## src/rtl/data_pack_pkg.sv

```systemverilog
// Shared constants and types for the 7-bit packet packer and its matching unpacker.
package data_pack_pkg;
  localparam int PKT_W  = 7;
  localparam int WORD_W = 32;
  localparam int FILL_W = 5;

  typedef struct packed {
    logic              last;
    logic [WORD_W-1:0] data;
  } word_t;

  typedef enum logic {
    FL_IDLE,
    FL_DONE
  } flush_st_t;
endpackage

```

## src/rtl/data_pack_outreg.sv

```systemverilog
// Valid/ready output register for packed words; a load always wins over a drain.
module data_pack_outreg
  import data_pack_pkg::*;
(
  input  logic  clk,
  input  logic  rst_n,
  input  logic  load,
  input  word_t load_word,
  input  logic  ready,
  output word_t word,
  output logic  valid
);
  // The parent only loads when the register is empty or draining this cycle.
  always_ff @(posedge clk or negedge rst_n) begin
    if (!rst_n) begin
      word  <= '0;
      valid <= 1'b0;
    end else if (load) begin
      word  <= load_word;
      valid <= 1'b1;
    end else if (ready) begin
      valid <= 1'b0;
    end
  end
endmodule

```

## src/rtl/data_pack.sv

```systemverilog
// Packs 7-bit packets into a continuous LSB-first stream of 32-bit words, with
// a level-sensitive flush that emits the partial word zero-padded.
module data_pack
  import data_pack_pkg::*;
(
  input  logic              clk,
  input  logic              rst_n,
  input  logic [PKT_W-1:0]  pkt_in,
  input  logic              pkt_valid,
  output logic              pkt_ready,
  input  logic              flush,
  output logic [WORD_W-1:0] word_out,
  output logic              word_valid,
  input  logic              word_ready,
  output logic              word_last,
  output logic [FILL_W-1:0] fill,
  output logic              flush_done
);
  logic [WORD_W-1:0]       acc;
  logic [WORD_W+PKT_W-1:0] shifted;
  logic [FILL_W:0]         sum;
  logic                    out_free, accept, wrap, flush_load, flush_fire;
  flush_st_t               fl_st, fl_nxt;
  word_t                   load_word, out_word;

  assign out_free  = !word_valid || word_ready;
  assign pkt_ready = !flush && out_free;
  assign accept    = pkt_valid && pkt_ready;
  assign sum       = {1'b0, fill} + (FILL_W+1)'(PKT_W);
  assign wrap      = sum[FILL_W];
  // Upper PKT_W bits hold whatever spills past bit 31 into the next word.
  assign shifted   = {{WORD_W{1'b0}}, pkt_in} << fill;

  always_comb begin
    fl_nxt     = fl_st;
    flush_load = 1'b0;
    flush_fire = 1'b0;
    case (fl_st)
      FL_IDLE: if (flush) begin
        if (fill == '0) begin
          flush_fire = 1'b1;
          fl_nxt     = FL_DONE;
        end else if (out_free) begin
          flush_load = 1'b1;
          flush_fire = 1'b1;
          fl_nxt     = FL_DONE;
        end
      end
      FL_DONE: if (!flush) fl_nxt = FL_IDLE;
      default: fl_nxt = FL_IDLE;
    endcase
  end

  always_ff @(posedge clk or negedge rst_n) begin
    if (!rst_n) begin
      acc        <= '0;
      fill       <= '0;
      fl_st      <= FL_IDLE;
      flush_done <= 1'b0;
    end else begin
      fl_st      <= fl_nxt;
      flush_done <= flush_fire;
      if (flush_load) begin
        acc  <= '0;
        fill <= '0;
      end else if (accept) begin
        acc  <= wrap ? {{(WORD_W-PKT_W){1'b0}}, shifted[WORD_W +: PKT_W]}
                     : (acc | shifted[WORD_W-1:0]);
        fill <= sum[FILL_W-1:0];
      end
    end
  end

  assign load_word.data = flush_load ? acc : (acc | shifted[WORD_W-1:0]);
  assign load_word.last = flush_load;

  data_pack_outreg u_outreg (
    .clk       (clk),
    .rst_n     (rst_n),
    .load      ((accept && wrap) || flush_load),
    .load_word (load_word),
    .ready     (word_ready),
    .word      (out_word),
    .valid     (word_valid)
  );

  assign word_out  = out_word.data;
  assign word_last = out_word.last;
endmodule
```

## config.mk

```make
export PLATFORM = sky130hd
export DESIGN_NAME = data_pack
export DESIGN_NICKNAME = d
export VERILOG_FILES = /design/src/rtl/data_pack_pkg.sv /design/src/rtl/data_pack_outreg.sv /design/src/rtl/data_pack.sv
export SDC_FILE = /design/constraint.sdc
export NUM_CORES = 1
export LEC_CHECK = 0
export CORE_MARGIN = 2
export CORE_UTILIZATION = 50
export CTS_BUF_LIST = sky130_fd_sc_hd__clkbuf_16
export CTS_CLUSTER_DIAMETER = 60
export DETAILED_ROUTE_END_ITERATION = 8
export GPL_ROUTABILITY_DRIVEN = 0
export GPL_TIMING_DRIVEN = 0
export HOLD_SLACK_MARGIN = 0.05
export PLACE_DENSITY_LB_ADDON = 0.2
export SYNTH_ARGS = -nofsm -noshare
export SYNTH_HDL_FRONTEND = slang
export SYNTH_SLANG_ARGS = --single-unit
```

## constraint.sdc

```tcl
create_clock -name clk -period 2.6 [get_ports clk]
set_input_delay 0.65 -clock clk [delete_from_list [all_inputs] [get_ports clk]]
set_output_delay 0.65 -clock clk [all_outputs]
set_load 0.02 [all_outputs]
```

# Word-level counts from Yosys, hierarchy flattened

Index checks and enable logic that the tools add are counted.

Register bits after elaboration: 73
Output and inout bits: 41
Word-level logic and storage cells: 38

Add/subtract/negate cells: 1
Shift operators: 1
Muxes and demuxes: 17
Bitwise operators: 2
Reductions and logical operators: 10

Operators by type and width:

| kind                  | count |
|---|---|
| $mux W32              | 4 |
| $shl A7 B5 Y39        | 1 |
| $or A32 B32 Y32       | 1 |
| $mux W1               | 10 |
| $mux W5               | 2 |
| $add A5 B3 Y6 const B | 1 |
| $logic_not A5 Y1      | 1 |
| $reduce_bool A2 Y1    | 2 |
| $logic_and A1 B1 Y1   | 3 |
| $logic_not A1 Y1      | 2 |
| $logic_or A1 B1 Y1    | 2 |
| $pmux W1 S2           | 1 |
| $not A1 Y1            | 1 |

# Depth between registers and ports, before layout

Depth after elaboration: 8
Depth in mapped cells: 11

# Cells and area by module

A second synthesis with hierarchy kept.

Cell total of the unflattened synthesis: 339
Area total of the unflattened synthesis: 3985.1 sq um

By module, submodules not included:

| module           | times used | cells each | area an instance (sq um) | sequential area each (sq um) |
|---|---|---|---|---|
| data_pack        | 1          | 266        | 2571.2                   | 975.9 |
| data_pack_outreg | 1          | 73         | 1413.9                   | 850.8 |

# Least setup slack after synthesis

Ideal clock, no wire load.

Kind: register to register
Start: reg fill[0]
End: reg acc[2]
Setup time: 0.120 ns
Data arrival time: 2.261 ns
Required time: 2.480 ns
Path slack: 0.219 ns
Cell stages (with the launch flop): 11
Path through: dfrtp_1 > buf_2 > clkbuf_1 > inv_1 > ha_1 > or4b_4 > and3_1 > buf_6 > nor2_1 > o22ai_1 > o211a_1

Word-level cells in the longest chain between the ends: 5
Elaborated cells on any way between the ends: 11
Those cells by class: add/sub (1); shift (1); mux (6); bitwise (1); reduce/logical (2)

RTL lines:

| what                                                      | RTL line                         | RTL |
|---|---|---|
| start: declaration                                        | data_pack.sv:16                  | `output logic [FILL_W-1:0] fill,` |
| start signal: assignment                                  | data_pack.sv:69                  | `fill <= sum[FILL_W-1:0];` |
| $shl A7 B5 Y39 / $logic_not A5 Y1 (equally long branches) | data_pack.sv:32, data_pack.sv:40 |  |
| $or A32 B32 Y32 / $mux W1 (equally long branches)         | data_pack.sv:68, data_pack.sv:40 |  |
| $mux W32 / $mux W1 (equally long branches)                | data_pack.sv:67, data_pack.sv:39 |  |
| $mux W32 / $mux W1 (equally long branches)                | data_pack.sv:66, data_pack.sv:38 |  |
| $mux W32 / $reduce_bool A2 Y1 (equally long branches)     | -                                |  |
| end signal: assignment                                    | data_pack.sv:67                  | `acc <= wrap ? {{(WORD_W-PKT_W){1'b0}}, shifted[WORD_W +: PKT_W]}` |
| end: declaration                                          | data_pack.sv:19                  | `logic [WORD_W-1:0] acc;` |

Several ways; a longest one is shown, not always the timed one. The select of a mux whose other input is x is not followed.
A chain may end at the register's enable or synchronous reset.

# Final worst setup path

Start: in flush
End: reg acc[15]

Word-level cells in the longest chain between the ends: 4
Elaborated cells on any way between the ends: 7
Those cells by class: mux (3); reduce/logical (4)

RTL lines:

| what                         | RTL line        | RTL |
|---|---|---|
| start: declaration           | data_pack.sv:11 | `input logic flush,` |
| $logic_not A1 Y1             | -               |  |
| $logic_and A1 B1 Y1          | data_pack.sv:27 | `assign pkt_ready = !flush && out_free;` |
| $logic_and A1 B1 Y1          | data_pack.sv:28 | `assign accept = pkt_valid && pkt_ready;` |
| $reduce_bool A2 Y1 (no line) | -               |  |

Several ways; a longest one is shown, not always the timed one.

==> results_dict.tcl <==
set metrics [dict create \
    yosys_warnings 0 \
    num_vias 3066 \
    yosysTopAreaCell "dfrtp_1" \
    cts_tree "yes" \
    drive_above_1_share_pct 10.1 \
    ys.flop_type "dfrtp_1" \
    syn_area_per_cell_um2 9.11 \
    finalHoldViolCount 0 \
    reg2reg_depth 9 \
    antenna_cells 0 \
    slew_headroom_pct 41.3 \
    antenna_found_initial 0 \
    worstPathArrival_ns 2.65 \
    die_area_um2 7550 \
    max_freq_mhz 409 \
    path_max_fanout 10 \
    ant_nets 0 \
    cts_buffer_depth 2 \
    critPathTopFamily "buffers and inverters" \
    finalClockSkew_ns 0.00743 \
    grt_max_degree 74 \
    vdd_drop_max_v 0.000540 \
    n_fill_cell 558 \
    initial_core_util_pct 51.1 \
    synth_edf_count 0 \
    initialDrtViolationCount 282 \
    cts.htree.levels 3 \
    finalNetCount 452 \
    finalMaxSlewViolations 0 \
    setup-tns-final_ns 0 \
    critical_path_buf_inv_count 4 \
    rows 30 \
    cp-start-kind "input port" \
    tightest_slew_ns 0.880 \
    io_buffer_count 52 \
    ys_top_cells_by_area "dfrtp_1, nand2_1, a21oi_1, nor2_1, mux2_2" \
    core_um2 6720 \
    cap_violations 0 \
    clk_transition_reported_paths_ns 0.06 \
    synthCells 377 \
    multi_input_area_um2 1480 \
    status "finished, final reports clean" \
    drt-total-wl_um 8640 \
    period_needed_ns 2.44 \
    synth_seq_cells 73 \
    ys_seq_area_share_pct 53.2 \
    cts_setup_buffers 0 \
    final_cell_area_um2 4360 \
    die_x_um 86.9 \
    r2r_start "fill[1]" \
    cts_root_buffer "clkbuf_16" \
    drtPass1Iterations 6 \
    grt_pass1_wl_um 14200 \
    clk_latency_ns 0.33 \
    rsz0062_at_grt "false" \
    post_dp_cell_area_um2 4050 \
    dp_slack_ns -0.221 \
    place_hpwl_um 6130 \
    whs_ns 0.430 \
    cp_data_required_time_ns 2.81 \
    cp_common_cell "buf_2" \
    synthToLayoutAreaGrowth_pct 26.9 \
    regArea_um2 1830 \
    synth_cell_types 44 \
    r2r_setup_slack_ns 0.18 \
    grt_overflow 0 \
    wl_per_cell_um 16.5 \
    grt_use_total_pct 24.3 \
    power_density_nw_per_um2 1310 \
    fin_util_pct 64.9 \
    via_per_inst 5.85 \
    cts_buffers 9 \
    worstSetupPathType "input port to flip-flop" \
    cts.sinks 73 \
    setup_violations 0 \
    cp_slowest_cell "clkdlybuf4s50_1" \
    die_y_um 86.9 \
    synth_top_area_share_pct 53.2 \
    syn_area_um2 3440 \
    worstPathCellList "clkdlybuf4s50_1 > nand2b_1 > or3_1 > clkbuf_1 > nand2_1 > buf_2 > buf_2 > nor2_1" \
    hold_class "input port to asynchronous set/reset pin" \
    ios 53 \
    setup_ws_ns 0.157 \
    period_share_pct 94.0 \
    regToRegEndpoint "acc[17]" \
    synthArstFlopShare_pct 100 \
    grt_pass1_vias 2829 \
    syn-num-nets 390 \
    slowest_delay_ns 0.47 \
    power.leakage_nw 2.04 \
    route.detailed.drc 0 \
    endpoint_kind "flip-flop" \
]
[final cells by class]
type	count	area share, %
Timing Repair Buffer	52	11.9
Multi-Input combinational cell	276	33.9
Buffer	20	2.61
Tap cell	80	2.29
Inverter	7	0.602
Sequential cell	73	41.9
Clock buffer	9	5.16
Clock inverter	7	1.58
[per-layer routing]
metal / vias up / track usage, % / wire, um
met5: - / 0 / 0
met4: 0 / 8.10 / 182
met3: 28 / 5.69 / 649
met2: 148 / 38.0 / 3980
met1: 1466 / 33.7 / 3830
li1: 1424 / - / -
[kinds of logic after synthesis]
family                     share of synthesized area (%)
buffers and inverters                               4.15
AOI/OAI and AO/OA                                   15.7
DFF                                                 53.2
and+or+nand+nor                                     22.1
adders and majority gates                          0.364
muxes                                               3.71
xor gates and xnor gates                           0.765
[worst max-delay path by stage]
stage,startpoint,to,slack (ns),depth (start not counted)
detailed placement,flush,u_outreg.word[20],-0.22,8
CTS,word_ready,pkt_ready,0.01,4
global route,flush,acc[15],0.02,8
finish,flush,acc[15],0.16,8
global placement,rst_n,u_outreg.word[12],-1.57,1
floorplan,fill[0],acc[2],0.22,10
[power breakdown]
group	internal [W]	switching [W]
sequential	0.00157	0.000249
combinational	0.00104	0.00163
clock	0.000741	0.000482
total	0.00335	0.00236
[state kept, by name (all words and copies together), names as in the netlist]
register        count
acc                32
fill                5
fl_st               1
flush_done          1
u_outreg.valid      1
u_outreg.word      33
[repair_timing]
| action | 4_1_cts | 5_1_grt |
|---|---|---|
| hold buffers | 0 | 0 |
| cloned | 0 | 0 |
| endpoints found under the setup margin | 1 | 54 |
| gates resized for setup | 2 | 5 |
[synthesized netlist by cell type (5+ instances only)]
cell type,n
a21oi_1,34
a31oi_1,9
and3_1,5
buf_2,6
clkbuf_1,9
dfrtp_1,73
inv_1,5
mux2_2,6
mux2i_1,6
nand2_1,98
nand2b_1,6
nand3_1,6
nand4_1,6
nor2_1,37
o21ai_0,9
o21ai_1,9
o221ai_1,7
[through the flow]
step,power [W],instances
after global routing,0.00604,524
after CTS,0.00568,525
after floorplan,0.00345,377
final,0.00571,524
after detailed placement,0.00445,509
after global placement,0.00440,509
[placed cells by master (no fill, tap or decap), types with 2 or more instances in the layout]
cell type,instances
xnor2_1,3
buf_4,5
o22ai_1,4
dfrtp_1,73
o32ai_1,2
a211oi_1,2
nand4_1,6
nand3_1,6
clkbuf_16,9
mux2i_1,6
buf_2,6
a31oi_1,9
nand2b_1,6
o21ai_1,9
nor2_1,37
nor2b_1,2
o211ai_1,3
clkinv_2,2
clkbuf_1,7
buf_6,2
nor3_1,4
o221ai_1,7
a21oi_1,33
mux2_2,6
inv_1,5
o21ai_0,9
and3_1,5
clkdlybuf4s50_1,50
and3b_1,2
nand2_1,97
clkinv_1,2
No activity file was read; power rests on OpenSTA's default activity.
